**config.mk**
```make
export PLATFORM = sky130hd
export DESIGN_NAME = uart_rx_fifo_flat
export DESIGN_NICKNAME = d
export VERILOG_FILES = /design/src/rtl/uart_rx_fifo_if.sv /design/src/rtl/uart_rx_fifo.sv /design/src/flat_wrapper.sv
export SDC_FILE = /design/constraint.sdc
export NUM_CORES = 1
export LEC_CHECK = 0
export ABC_AREA = 1
export BUFFER_PORTS_ARGS = -buffer_cell sky130_fd_sc_hd__buf_2
export CORE_MARGIN = 8
export CORE_UTILIZATION = 50
export CTS_BUF_LIST = sky130_fd_sc_hd__clkbuf_8
export DETAILED_ROUTE_END_ITERATION = 16
export PLACE_DENSITY = 0.68
export SKIP_LAST_GASP = 1
export SYNTH_ARGS = -nofsm -noshare
export SYNTH_HDL_FRONTEND = slang
export SYNTH_SLANG_ARGS = --single-unit
export TNS_END_PERCENT = 50
```
**constraint.sdc**
```tcl
create_clock -name clk -period 3.1 [get_ports clk]
set_input_delay 0.465 -clock clk [delete_from_list [all_inputs] [get_ports clk]]
set_output_delay 0.465 -clock clk [all_outputs]
set_load 0.005 [all_outputs]
```
**src/rtl/uart_rx_fifo_if.sv**
```systemverilog
// Pop-side bus of the UART receiver: head byte, occupancy and sticky error flags.
// Latency: none, wires only. Backpressure: the consumer drives data_out_ready.
// The master modport is the receiver and the slave modport is the CPU memory stage.
interface uart_rx_fifo_if #(
    parameter int FIFO_DEPTH = 8
);
    localparam int CW = $clog2(FIFO_DEPTH + 1);

    logic [7:0]    data_out;
    logic          data_out_valid;
    logic          data_out_ready;
    logic [CW-1:0] count;
    logic          overrun;
    logic          frame_err;
    logic          err_clr;

    modport master (
        output data_out, data_out_valid, count, overrun, frame_err,
        input  data_out_ready, err_clr
    );

    modport slave (
        input  data_out, data_out_valid, count, overrun, frame_err,
        output data_out_ready, err_clr
    );
endinterface

```
**src/rtl/uart_rx_fifo.sv**
```systemverilog
// 8N1 UART receiver with 2-flop synchroniser feeding a FWFT byte FIFO; stop-bit check under UART_RX_FRAME_ERR_EN.
// Latency: data_out_valid rises 1 clk after the stop-bit mid sample; data_out is combinational from the head.
// Backpressure: none toward the line; a byte arriving at full (without a same-cycle pop) is dropped and sets overrun.
module uart_rx_fifo #(
    parameter int CLOCK_FREQ = 50_000_000,
    parameter int BAUD_RATE  = 115200,
    parameter int FIFO_DEPTH = 8
) (
    input  logic            clk,
    input  logic            rst,
    input  logic            serial_in,
    uart_rx_fifo_if.master  rx
);
    localparam int SYMBOL_EDGE_TIME = CLOCK_FREQ / BAUD_RATE;
    localparam int SAMPLE_TIME      = SYMBOL_EDGE_TIME / 2;
    localparam int CNT_W            = $clog2(SYMBOL_EDGE_TIME);
    localparam int PTR_W            = $clog2(FIFO_DEPTH);
    localparam int CW               = $clog2(FIFO_DEPTH + 1);

    localparam logic [CNT_W-1:0] LAST_CNT = CNT_W'(SYMBOL_EDGE_TIME - 1);
    localparam logic [CNT_W-1:0] HALF_CNT = CNT_W'(SAMPLE_TIME - 1);
    localparam logic [CW-1:0]    DEPTH_C  = CW'(FIFO_DEPTH);

    typedef enum logic [1:0] {IDLE, START, DATA, STOP} state_t;

    state_t           state, state_nxt;
    logic             sync_q1, rx_s;
    logic [CNT_W-1:0] bit_cnt;
    logic [2:0]       bit_idx;
    logic [7:0]       shift_q;
    logic             cnt_last, cnt_half;
    logic             sample_bit, push_req;
`ifdef UART_RX_FRAME_ERR_EN
    logic             frame_bad;
`endif

    logic [7:0]       mem [FIFO_DEPTH];
    logic [PTR_W-1:0] wr_ptr, rd_ptr;
    logic [CW-1:0]    count_q;
    logic             pop, push, overrun_q;

    always_ff @(posedge clk or negedge rst) begin
        if (!rst) begin
            sync_q1 <= 1'b1;
            rx_s    <= 1'b1;
        end else begin
            sync_q1 <= serial_in;
            rx_s    <= sync_q1;
        end
    end

    assign cnt_last = (bit_cnt == LAST_CNT);
    assign cnt_half = (bit_cnt == HALF_CNT);

    always_ff @(posedge clk or negedge rst) begin
        if (!rst) state <= IDLE;
        else      state <= state_nxt;
    end

    always_comb begin
        state_nxt  = state;
        sample_bit = 1'b0;
        push_req   = 1'b0;
`ifdef UART_RX_FRAME_ERR_EN
        frame_bad  = 1'b0;
`endif
        case (state)
            IDLE:  if (!rx_s) state_nxt = START;
            START: if (cnt_half) state_nxt = rx_s ? IDLE : DATA;
            DATA: begin
                if (cnt_last) begin
                    sample_bit = 1'b1;
                    if (bit_idx == 3'd7) state_nxt = STOP;
                end
            end
            STOP: begin
                if (cnt_last) begin
                    state_nxt = IDLE;
`ifdef UART_RX_FRAME_ERR_EN
                    if (!rx_s) frame_bad = 1'b1;
                    else       push_req  = 1'b1;
`else
                    push_req = 1'b1;
`endif
                end
            end
            default: state_nxt = IDLE;
        endcase
    end

    // Counter restarts on any state change and at the end of each bit period.
    always_ff @(posedge clk or negedge rst) begin
        if (!rst) begin
            bit_cnt <= '0;
            bit_idx <= '0;
            shift_q <= '0;
        end else begin
            if (state_nxt != state || state == IDLE || cnt_last) bit_cnt <= '0;
            else                                                bit_cnt <= bit_cnt + CNT_W'(1);
            if (state != DATA)   bit_idx <= '0;
            else if (sample_bit) bit_idx <= bit_idx + 3'd1;
            if (sample_bit) shift_q <= {rx_s, shift_q[7:1]};
        end
    end

    assign pop  = rx.data_out_ready && (count_q != '0);
    assign push = push_req && ((count_q != DEPTH_C) || pop);

    always_ff @(posedge clk) begin
        if (push) mem[wr_ptr] <= shift_q;
    end

    always_ff @(posedge clk or negedge rst) begin
        if (!rst) begin
            wr_ptr    <= '0;
            rd_ptr    <= '0;
            count_q   <= '0;
            overrun_q <= 1'b0;
        end else begin
            if (push) wr_ptr <= wr_ptr + PTR_W'(1);
            if (pop)  rd_ptr <= rd_ptr + PTR_W'(1);
            if (push && !pop)      count_q <= count_q + CW'(1);
            else if (pop && !push) count_q <= count_q - CW'(1);
            if (push_req && !push) overrun_q <= 1'b1;
            else if (rx.err_clr)   overrun_q <= 1'b0;
        end
    end

`ifdef UART_RX_FRAME_ERR_EN
    logic frame_err_q;
    always_ff @(posedge clk or negedge rst) begin
        if (!rst)             frame_err_q <= 1'b0;
        else if (frame_bad)   frame_err_q <= 1'b1;
        else if (rx.err_clr)  frame_err_q <= 1'b0;
    end
    assign rx.frame_err = frame_err_q;
`else
    assign rx.frame_err = 1'b0;
`endif

    assign rx.data_out       = (count_q != '0) ? mem[rd_ptr] : 8'd0;
    assign rx.data_out_valid = (count_q != '0);
    assign rx.count          = count_q;
    assign rx.overrun        = overrun_q;
endmodule

```
**src/flat_wrapper.sv**
```systemverilog
// flat-port wrapper written by rule: the top's interface ports become plain ports
module uart_rx_fifo_flat 
#(
    parameter int CLOCK_FREQ = 50_000_000,
    parameter int BAUD_RATE  = 115200,
    parameter int FIFO_DEPTH = 8
)
  (clk, rst, serial_in, rx_data_out, rx_data_out_valid, rx_count, rx_overrun, rx_frame_err, rx_data_out_ready, rx_err_clr);
  uart_rx_fifo_if #(.FIFO_DEPTH(FIFO_DEPTH)) rx_i ();
  input  logic clk;
  input  logic rst;
  input  logic serial_in;
  output wire logic [$bits(rx_i.data_out)-1:0] rx_data_out;
  output wire logic [$bits(rx_i.data_out_valid)-1:0] rx_data_out_valid;
  output wire logic [$bits(rx_i.count)-1:0] rx_count;
  output wire logic [$bits(rx_i.overrun)-1:0] rx_overrun;
  output wire logic [$bits(rx_i.frame_err)-1:0] rx_frame_err;
  input wire logic [$bits(rx_i.data_out_ready)-1:0] rx_data_out_ready;
  input wire logic [$bits(rx_i.err_clr)-1:0] rx_err_clr;
  assign rx_data_out = rx_i.data_out;
  assign rx_data_out_valid = rx_i.data_out_valid;
  assign rx_count = rx_i.count;
  assign rx_overrun = rx_i.overrun;
  assign rx_frame_err = rx_i.frame_err;
  assign rx_i.data_out_ready = rx_data_out_ready;
  assign rx_i.err_clr = rx_err_clr;
  uart_rx_fifo #(.CLOCK_FREQ(CLOCK_FREQ), .BAUD_RATE(BAUD_RATE), .FIFO_DEPTH(FIFO_DEPTH)) u_core (.clk(clk), .rst(rst), .serial_in(serial_in), .rx(rx_i));
endmodule
```
==> results.sh, run 1 <==
export IMPL_path_max_fanout=25
export IMPL_final_common_cell="nor2_1"
export IMPL_switching_share=0.339
export IMPL_place_gp_congestion=0.809
export IMPL_path_clk_slew_ns=0.10
export IMPL_drc=0
export IMPL_clock_sinks=99
export IMPL_postSynthCellCount=391
export IMPL_drive_gt1_frac=0.149
export IMPL_io_buffers=18
export IMPL_die_x_um=108
export IMPL_crit_path_end_kind="output port"
export IMPL_yosys_warnings=0
export IMPL_grt_pass1_vias=2766
export IMPL_htree_levels=3
export IMPL_slew_headroom=0.478
export IMPL_fmax_mhz=394
export IMPL_wl_per_cell_um=15.3
export IMPL_viasPerCell=5.20
export IMPL_ios=20
export IMPL_core_area_mm2=0.00826
export IMPL_fin_crit_ns=2.54
export IMPL_cts_hold_buf=0
export IMPL_maxCapViolations=0
export IMPL_peakVddDrop_uv=491
export IMPL_synth_cell_types=33
export IMPL_synth_nets=407
export IMPL_cts_root_buf="clkbuf_8"
export IMPL_tightest_slew_ns=0.783
export IMPL_ctsResizeCount=0
export IMPL_die_h_um=108
export IMPL_dr_first_iter_drc_count=133
export IMPL_ys_ff_latch=99
export IMPL_synth_xor_area_frac=0.0247
export IMPL_grt_busiest_layer="met2"
export IMPL_cellLeakagePower_nw=2.10
export IMPL_initial_utilization=0.516
export IMPL_die_area_mm2=0.0117
export IMPL_track_usage=0.145
export IMPL_cts_path_max_buffers=2
export IMPL_p_seq_frac=0.444
export IMPL_rrSetupSlack_ns=0.63
export IMPL_worst_hold_path_type="input pin to async pin"
export IMPL_arrival_ns=2.07
export IMPL_insertion_delay_ns=0.36
export IMPL_fin_crit_sh=0.818
export IMPL_postSynthAreaPerCell_um2=10.9
export IMPL_vias=2741
export IMPL_grt_use_met3=0.0274
export IMPL_use_met1=0.182
export IMPL_fin_skew_ns=0.0109
export IMPL_ant_nets=0
export IMPL_cts_tree="yes"
export IMPL_cp_data_required_time_ns=2.63
export IMPL_synth_simple_area_share=0.146
export IMPL_grt_pass1_wl_um=13200
export IMPL_antenna_cells=0
export IMPL_synth_top_family_by_area="simple AND/OR/NAND/NOR gates"
export IMPL_powerDensity_mw_per_mm2=712
export IMPL_syn_area_mm2=0.00426
export IMPL_hold_viol=0
export IMPL_synthAdderAreaFrac=0.0341
export IMPL_layout_nets=433
export IMPL_r2r_end="u_core.rx.count[3]$_DFFE_PN0P_"
export IMPL_status="complete, no violations"
export IMPL_cts_made_buffers=9
export IMPL_comb_power_share=0.298
export IMPL_switchingPower_mw=1.14
export IMPL_rsz0062_at_grt="false"
export IMPL_setup_viol=0
export IMPL_r2r_cells=11
export IMPL_syn2layout_area_growth_pct=10.5
export IMPL_rr_startpoint="u_core.rx.count[0]$_DFFE_PN0P_"
export IMPL_grt_overflow=0
export IMPL_layout_common_cells="nor2_1 (77), edfxtp_1 (64), o21ai_0 (58)"
export IMPL_clkPwrFrac=0.258
export IMPL_cp_start_kind="flop"
export IMPL_synth_mux_area_frac=0.00264
export IMPL_antenna_found_initial=0
export IMPL_wl_um=8040
export IMPL_first_pass_iters=4
export IMPL_num_rows=33
export IMPL_synth_compound_area_share=0.0896
export IMPL_fin_util=0.570
export IMPL_dp_hpwl_um=5400
export IMPL_report_final_slew_viol_count=0
export IMPL_criticalPathCategory="flop to output port"
export IMPL_ys_seq_area_frac=0.657
export IMPL_grt_max_degree=36
export IMPL_setup_tns_ns=0
export IMPL_p_int_mw=2.22
export IMPL_gr_usage_met2=0.241
export IMPL_cts_setup_buffers=0
-- Yosys cell counts --
library cell	instances	area (µm²)
or2_2	1	6.26
clkbuf_1	6	22.5
xor2_1	9	78.8
conb_1	1	3.75
nand2_2	3	18.8
nand3_2	1	10.0
buf_2	7	35.0
nand4_1	2	12.5
inv_2	4	15.0
dfrtp_1	33	826
nor3_1	9	45.0
ha_1	10	125
mux2_2	1	11.3
a31oi_1	8	50.1
a21o_1	1	7.51
nor2_4	1	11.3
clkinv_1	1	3.75
buf_4	1	7.51
a21oi_1	5	25.0
clkinv_2	1	5.00
nand2_4	1	11.3
dfstp_2	2	52.6
nor2_2	2	12.5
o21ai_0	58	290
nand3_1	10	50.1
inv_1	27	101
xnor2_1	3	26.3
o32ai_1	1	8.76
nor2_1	77	289
or2_4	1	8.76
fa_1	1	20.0
nand2_1	39	146
edfxtp_1	64	1920
-- worst max path at each step --
stage / start / slack (ns) / end / cells after the start
4_1_cts: u_core.rd_ptr[0]$_DFFE_PN0P_ / 0.49 / rx_data_out[1] / 6
3_3_place_gp: u_core.rx.count[0]$_DFFE_PN0P_ / 0.78 / u_core.rx.count[3]$_DFFE_PN0P_ / 11
6_report: u_core.rd_ptr[0]$_DFFE_PN0P_ / 0.56 / rx_data_out[3] / 6
5_1_grt: u_core.rd_ptr[0]$_DFFE_PN0P_ / 0.33 / rx_data_out[1] / 6
3_5_place_dp: u_core.rx.count[0]$_DFFE_PN0P_ / 0.67 / u_core.rx.count[3]$_DFFE_PN0P_ / 11
2_1_floorplan: u_core.bit_cnt[1]$_DFF_PN0_ / 0.88 / u_core.mem[0][0]$_DFFE_PP_ / 9
-- state kept, by name, summed over array words and instances, names as in the netlist --
register and cells:
u_core.sync_q1 1, u_core.rx.overrun 1, u_core.mem 64, u_core.bit_cnt 9
u_core.wr_ptr 3, u_core.state 2, u_core.bit_idx 3, u_core.shift_q 8
u_core.rx_s 1, u_core.rx.count 4, u_core.rd_ptr 3
-- metal layers --
metal / vias to the layer above / wire length, µm / share of wire
met5: - / 0 / 0
met4: 0 / 127 / 0.016
met3: 10 / 301 / 0.037
met2: 43 / 3990 / 0.50
met1: 1319 / 3620 / 0.45
li1: 1369 / - / -
-- layout make-up --
class	instances	area (µm²)
clock buffers	9	124
fillers	725	3550
multi-input cells	245	1270
flip-flops and latches	99	2800
inverters	33	125
well taps	105	131
repair buffers	29	173
clock inverters	7	83.8
-- cells by family after synthesis --
group                    Yosys count
AND/OR/NAND/NOR                  147
flip-flops                        99
AO/OA/AOI/OAI                     73
buffers and inverters             47
XOR/XNOR                          12
adder cells (fa/ha/maj)           11
other                              1
multiplexers                       1
-- power groups by stage --
stage | combinational, mW | clock (mW) | sequential, mW
floorplan | 0.685 | 0 | 1.51
global placement | 0.995 | 0 | 1.51
detailed placement | 1.02 | 0 | 1.52
CTS | 1.02 | 0.886 | 1.49
global route | 1.14 | 0.924 | 1.50
finish | 1.00 | 0.865 | 1.49
-- per-stage QoR --
stage / hold WS (ns) / area (µm²) / power, mW / std cells / setup WS (ns)
4_1_cts: 0.185 / 4710 / 3.40 / 527 / 0.487
3_5_place_dp: 0.352 / 4500 / 2.53 / 511 / 0.669
5_1_grt: 0.181 / 4710 / 3.56 / 527 / 0.331
3_3_place_gp: 0.349 / 4500 / 2.51 / 511 / 0.782
2_1_floorplan: 0.169 / 4260 / 2.20 / 391 / 0.878
6_report: 0.175 / 4710 / 3.35 / 527 / 0.564
-- critical path, cell delays in order, from the launching register on --
cell	delay (ns)
dfrtp_1	0.40
inv_1	0.52
o21ai_0	0.21
o21ai_0	0.12
o21ai_0	0.10
a31oi_1	0.20
buf_2	0.15
(Power assumes the default switching activity.)
==> run 2, diff against run 1 <==
--- a/config.mk
+++ b/config.mk
@@ -5,7 +5,7 @@
 export SDC_FILE = /design/constraint.sdc
 export NUM_CORES = 1
 export LEC_CHECK = 0
-export ABC_AREA = 1
+export ABC_AREA = 0
 export BUFFER_PORTS_ARGS = -buffer_cell sky130_fd_sc_hd__buf_2
 export CORE_MARGIN = 8
 export CORE_UTILIZATION = 50
==> constraint.sdc (replaced) <==
create_clock -name clk -period 2.5 [get_ports clk]
set_input_delay 0.375 -clock clk [delete_from_list [all_inputs] [get_ports clk]]
set_output_delay 0.375 -clock clk [all_outputs]
set_load 0.005 [all_outputs]
==> run 2 against run 1 <==
  * Final cell count fell by 25%
  * Largest cell class unchanged
  * Register-to-register slack got worse by 0.40 ns
  * Via count fell by 22%
==> results.sh, run 2 <==
export IMPL_cts_made_buffers=9
export IMPL_cp_data_required_time_ns=2.12
export IMPL_grt_max_degree=36
export IMPL_ant_nets=0
export IMPL_die_x_um=107
export IMPL_r2r_end="u_core.rx.count[3]$_DFFE_PN0P_"
export IMPL_path_clk_slew_ns=0.09
export IMPL_layout_common_cells="edfxtp_1 (64), dfrtp_1 (32), nor2_1 (21)"
export IMPL_maxCapViolations=0
export IMPL_dr_first_iter_drc_count=113
export IMPL_clock_sinks=99
export IMPL_cellLeakagePower_nw=1.96
export IMPL_cp_endpoint="rx_data_out[7]"
export IMPL_ys_ff_latch=99
export IMPL_fmax_mhz=428
export IMPL_report_final_slew_viol_count=0
export IMPL_yosysTopAreaCell="edfxtp_1"
export IMPL_place_gp_congestion=0.742
export IMPL_core_area_mm2=0.00813
export IMPL_crit_path_end_kind="output port"
export IMPL_postSynthCellCount=249
export IMPL_cp_startpoint="u_core.rx.count[1]$_DFFE_PN0P_"
export IMPL_cts_root_buf="clkbuf_8"
export IMPL_vias=2147
export IMPL_num_rows=33
export IMPL_tightest_slew_ns=0.792
export IMPL_placed_cells=377
export IMPL_dp_hpwl_um=4640
export IMPL_r2r_cells=11
export IMPL_synth_area_leaders="edfxtp_1 (46%), dfrtp_1 (20%), mux4_2 (8.7%), ha_1 (3.0%), mux2_4 (2.9%)"
export IMPL_async_reset_ff_frac=0.354
export IMPL_grt_busiest_layer="met2"
export IMPL_cts_tree="yes"
export IMPL_drc=0
export IMPL_setup_tns_ns=0
export IMPL_gr_usage_met2=0.237
export IMPL_yosys_area_top_type_share=0.464
export IMPL_wl_per_cell_um=18.3
export IMPL_use_met1=0.169
export IMPL_cts_hold_buf=0
export IMPL_status="complete, no violations"
export IMPL_insertion_delay_ns=0.35
export IMPL_track_usage=0.139
export IMPL_initial_utilization=0.509
export IMPL_fin_crit_ns=2.34
export IMPL_yosys_top_cells_count="edfxtp_1 (64), dfrtp_1 (33), nor2_1 (21), mux4_2 (16), xnor2_1 (13)"
export IMPL_path_max_fanout=8
export IMPL_layout_nets=301
export IMPL_peakVddDrop_uv=288
export IMPL_die_area_mm2=0.0114
export IMPL_hold_viol=0
export IMPL_rrSetupSlack_ns=0.23
export IMPL_reg_top3="u_core.mem x64, u_core.bit_cnt x9, u_core.shift_q x8"
export IMPL_syn2layout_area_growth_pct=12.9
export IMPL_criticalPathCategory="flop to output port"
export IMPL_arrival_ns=1.96
export IMPL_powerDensity_mw_per_mm2=591
export IMPL_fin_crit_sh=0.934
export IMPL_grt_use_met3=0.0240
export IMPL_grt_overflow=0
export IMPL_grt_pass1_vias=2243
export IMPL_rsz0062_at_grt="false"
export IMPL_regMostFlops="u_core.mem"
export IMPL_largest_reg_flops=64
export IMPL_worst_hold_path_type="input pin to async pin"
export IMPL_fin_skew_ns=0.00623
export IMPL_yosysMostFrequentCell="edfxtp_1"
export IMPL_synth_nets=265
export IMPL_drive_gt1_frac=0.300
export IMPL_first_pass_iters=4
export IMPL_synth_edf_count=64
export IMPL_die_h_um=107
export IMPL_final_cell_area_mm2=0.00467
export IMPL_rr_startpoint="u_core.bit_cnt[2]$_DFF_PN0_"
export IMPL_cts_path_max_buffers=2
export IMPL_ys_seq_area_frac=0.677
export IMPL_antenna_found_initial=0
export IMPL_viasPerCell=5.44
export IMPL_final_common_cell="edfxtp_1"
export IMPL_postSynthAreaPerCell_um2=16.6
export IMPL_stdcell_count=395
export IMPL_ys_flop_type="edfxtp_1"
export IMPL_place_area_mm2=0.00444
export IMPL_nFillCells=615
export IMPL_setup_viol=0
export IMPL_cp_start_kind="flop"
export IMPL_yosys_warnings=0
export IMPL_synth_cell_types=46
export IMPL_wl_um=7240
export IMPL_slew_headroom=0.472
export IMPL_ios=20
export IMPL_io_buffers=18
export IMPL_htree_levels=3
export IMPL_syn_area_mm2=0.00414
export IMPL_antenna_cells=0
export IMPL_grt_pass1_wl_um=11900
[run 2: changes by cell type after synthesis, sizes merged, moves of 6 or more]
cell,before,now
a31oi,8,1
mux4,0,16
xnor2,3,13
nor2,80,21
o21ai,58,1
mux2,1,11
xor2,9,2
a22o,0,8
inv,31,6
nand3,11,5
nand2,43,10
[run 2: worst max-delay path, stage by stage (launching register included)]
cell and delay, ns:
dfrtp_1 0.44, nor3_1 0.29, nand2b_1 0.18, and2_2 0.32
a22o_1 0.25, buf_2 0.13
[run 2: cell type report]
type	count	area [µm²]	share of cell area
well taps	105	131	0.0281
clock inverters	7	76.3	0.0163
repair buffers	34	223	0.0477
flip-flops and latches	99	2800	0.600
clock buffers	9	124	0.0265
inverters	6	22.5	0.00482
multi-input cells	135	1290	0.277
[run 2: worst min path at each step]
stage,endpoint,depth (start not counted),slack [ns]
after floorplan,u_core.bit_cnt[0]$_DFF_PN0_,0,0.08
after global placement,u_core.rx_s$_DFF_PN1_,0,0.35
after detailed placement,u_core.rx_s$_DFF_PN1_,0,0.35
after CTS,u_core.sync_q1$_DFF_PN1_,1,0.1
after global routing,u_core.sync_q1$_DFF_PN1_,1,0.09
final,u_core.rx.count[1]$_DFFE_PN0P_,1,0.10
[run 2: cells by family (layout without fill, tap and decap cells)]
logic type	count (synthesis)	count (layout)	synth area share
other	1	1	0.000906
adder cells (fa/ha/maj)	11	11	0.0351
multiplexers	29	29	0.129
AO/OA/AOI/OAI	17	17	0.0321
buffers and inverters	15	56	0.0175
XOR/XNOR	15	15	0.0318
AND/OR/NAND/NOR	62	62	0.0768
flip-flops	99	99	0.677
[run 2: metal layers]
metal / vias to the layer above / part of all wire / routed length (µm)
li1: 1004 / - / -
met1: 1107 / 0.45 / 3280
met2: 25 / 0.51 / 3700
met3: 11 / 0.019 / 136
met4: 0 / 0.017 / 122
met5: - / 0 / 0
[run 2: power by group]
| part | internal (mW) | switching (mW) | total, mW |
|---|---|---|---|
| Combinational | 0.00250 | 0.0122 | 0.0147 |
| Sequential | 1.73 | 0.000758 | 1.73 |
| Clock | 0.469 | 0.547 | 1.02 |
| Total | 2.20 | 0.560 | 2.76 |
[run 2: timing repair]
item / in CTS / in global routing
setup buffers: 0 / 2
gates resized for setup: 1 / 5
pin swaps: 0 / 2
endpoints found under the setup margin: 8 / 8
[run 2: metrics by stage]
stage / utilization / power, mW / setup WS (ns) / hold slack, ns
5_1_grt: 0.574 / 2.86 / 0.0165 / 0.0903
2_1_floorplan: - / 1.77 / 0.0639 / 0.0794
3_5_place_dp: 0.545 / 1.78 / 0.0947 / 0.348
4_1_cts: 0.570 / 2.79 / 0.0641 / 0.0974
6_report: 0.574 / 2.76 / 0.165 / 0.103
3_3_place_gp: 0.545 / 1.78 / 0.171 / 0.347
==> run 3, diff against run 2 <==
--- a/config.mk
+++ b/config.mk
@@ -11,7 +11,7 @@
 export CORE_UTILIZATION = 50
 export CTS_BUF_LIST = sky130_fd_sc_hd__clkbuf_8
 export DETAILED_ROUTE_END_ITERATION = 16
-export PLACE_DENSITY = 0.68
+export PLACE_DENSITY = 0.71
 export SKIP_LAST_GASP = 1
 export SYNTH_ARGS = -nofsm -noshare
 export SYNTH_HDL_FRONTEND = slang
==> constraint.sdc (replaced) <==
create_clock -name clk -period 2.1 [get_ports clk]
set_input_delay 0.315 -clock clk [delete_from_list [all_inputs] [get_ports clk]]
set_output_delay 0.315 -clock clk [all_outputs]
set_load 0.005 [all_outputs]
==> run 3 against run 2 <==
  * The run now ends with setup timing left
  * Register-to-register slack got worse by 0.33 ns
  * Sequential power rose by 19%
  * Critical path type is now flop to flop
  * Via count rose by 6.9%
  * Clock-buffer cell count did not move
  * Largest power group unchanged
  * Power rose by 21%
  * Non-clock buffer count rose by 31
  * First-iteration DRC count rose by 29%
==> results.sh, run 3 (synthesized netlist as in run 2, its figures left out) <==
export IMPL_first_pass_iters=4
export IMPL_multi_input_area_mm2=0.00140
export IMPL_dp_hpwl_um=4950
export IMPL_fin_crit_ns=2.20
export IMPL_grt_pass1_wl_um=12500
export IMPL_drive_gt1_frac=0.421
export IMPL_worst_slack_ns=-0.0959
export IMPL_place_gp_congestion=0.784
export IMPL_cts_hold_buf=0
export IMPL_grt_use_met3=0.0264
export IMPL_fin_skew_ns=0.0147
export IMPL_crit_path_end_kind="flop"
export IMPL_rsz0062_at_grt="true"
export IMPL_num_rows=33
export IMPL_final_cell_area_mm2=0.00507
export IMPL_wl_per_cell_um=18.6
export IMPL_antenna_cells=0
export IMPL_syn2layout_area_growth_pct=22.6
export IMPL_cp_data_required_time_ns=2.34
export IMPL_track_usage=0.143
export IMPL_ant_nets=0
export IMPL_cp_start_kind="flop"
export IMPL_vias=2295
export IMPL_initial_utilization=0.509
export IMPL_powerDensity_mw_per_mm2=659
export IMPL_regMostFlops="u_core.mem"
export IMPL_cts_path_max_buffers=2
export IMPL_criticalPathCategory="flop to flop"
export IMPL_drc=0
export IMPL_grt_busiest_layer="met2"
export IMPL_hold_viol=0
export IMPL_report_final_slew_viol_count=0
export IMPL_violations="setup timing"
export IMPL_ios=20
export IMPL_place_area_mm2=0.00462
export IMPL_wl_um=7910
export IMPL_stdcell_count=426
export IMPL_io_buffers=18
export IMPL_die_area_mm2=0.0114
export IMPL_grt_pass1_vias=2409
export IMPL_cts_made_buffers=9
export IMPL_reg_top3="u_core.mem x64, u_core.bit_cnt x9, u_core.shift_q x8"
export IMPL_insertion_delay_ns=0.36
export IMPL_core_area_mm2=0.00813
export IMPL_maxCapViolations=0
export IMPL_worst_hold_path_type="input pin to async pin"
export IMPL_final_common_cell="edfxtp_1"
export IMPL_fin_crit_sh=1.05
export IMPL_die_x_um=107
export IMPL_antenna_found_initial=0
export IMPL_grt_overflow=0
export IMPL_dr_first_iter_drc_count=146
export IMPL_placed_cells=396
export IMPL_arrival_ns=2.43
export IMPL_htree_levels=3
export IMPL_viasPerCell=5.39
export IMPL_nFillCells=570
export IMPL_gr_usage_met2=0.246
export IMPL_holdWs_ns=0.0374
export IMPL_grt_max_degree=36
export IMPL_cellLeakagePower_nw=2.18
export IMPL_setup_viol=10
export IMPL_largest_reg_flops=64
export IMPL_layout_nets=332
export IMPL_clock_sinks=99
export IMPL_status="finished with violations"
export IMPL_layout_common_cells="edfxtp_1 (64), buf_4 (41), dfrtp_1 (32)"
export IMPL_peakVddDrop_uv=313
export IMPL_use_met1=0.170
export IMPL_dpl_worst_slack_ns=-0.119
export IMPL_path_clk_slew_ns=0.10
export IMPL_die_h_um=107
export IMPL_tightest_slew_ns=0.794
export IMPL_p_total_mw=3.34
export IMPL_slew_headroom=0.471
export IMPL_seqCellArea_mm2=0.00280
export IMPL_path_max_fanout=2
export IMPL_cts_tree="yes"
export IMPL_fmax_mhz=455
export IMPL_cts_root_buf="clkbuf_8"
-- run 3: changes by cell type in the layout (fill, tap and decap cells not counted), moves of 2 or more --
cell	previous run	this run
inv_1	6	3
nor2_2	0	2
clkbuf_16	0	2
nor2_1	21	19
nor3_2	0	3
buf_6	0	2
nand3_2	0	2
nand3_1	5	3
ha_4	1	3
ha_1	9	7
nor3_1	5	2
buf_4	15	41
-- run 3: cell type report --
class	instances	share of cell area
clock buffer	9	0.0244
tap	105	0.0259
clock inverter	7	0.0163
inverter	6	0.00493
sequential	99	0.552
multi-input combinational	135	0.275
timing repair buffer	65	0.101
-- run 3: what timing repair did --
action	in CTS	in global routing
gates cloned	0	2
setup buffers	7	6
resized for setup	15	13
setup endpoints to repair	18	92
pin swaps	6	14
-- run 3: worst max-delay path, cell delays in order (launching register included) --
cell and delay, ns:
dfrtp_1 0.38, nand4b_1 0.23, nor4_4 0.29, nand3_2 0.14
buf_4 0.15, buf_6 0.10, buf_4 0.12, buf_4 0.12
buf_4 0.12, buf_4 0.14, mux2_4 0.29
-- run 3: stage by stage --
| step | TNS, ns | utilization |
|---|---|---|
| after floorplan | -0.415 | - |
| after global placement | -0.0245 | 0.568 |
| after detailed placement | -0.309 | 0.568 |
| after CTS | -0.763 | 0.607 |
| after global routing | -2.53 | 0.623 |
| final | -0.680 | 0.623 |
-- run 3: routing by layer --
layer  wire length, µm  vias to the layer above
met5                 0                        -
met4               133                        0
met3               325                       12
met2              4220                       39
met1              3230                     1176
li1                  -                     1068
-- run 3: path summary, 6_finish.rpt --
kind / startpoint / endpoint / slack (ns) / cells past startpoint
setup / recovery: u_core.bit_cnt[2]$_DFF_PN0_ / u_core.wr_ptr[1]$_DFFE_PN0P_ / -0.1 / 10
hold / removal: rst / u_core.state[0]$_DFF_PN0_ / 0.04 / 1
setup reg to reg: u_core.bit_cnt[2]$_DFF_PN0_ / u_core.wr_ptr[1]$_DFFE_PN0P_ / -0.1 / 10
hold reg to reg: u_core.sync_q1$_DFF_PN1_ / u_core.rx_s$_DFF_PN1_ / 0.36 / 0
max in group asynchronous: rst / u_core.rd_ptr[0]$_DFFE_PN0P_ / 1.52 / 1
min in group clk: serial_in / u_core.sync_q1$_DFF_PN1_ / 0.06 / 1
-- run 3: power by group --
group	total (mW)	switching, mW	internal (mW)
clock	1.27	0.698	0.570
combinational	0.0175	0.0145	0.00298
sequential	2.06	0.00110	2.06
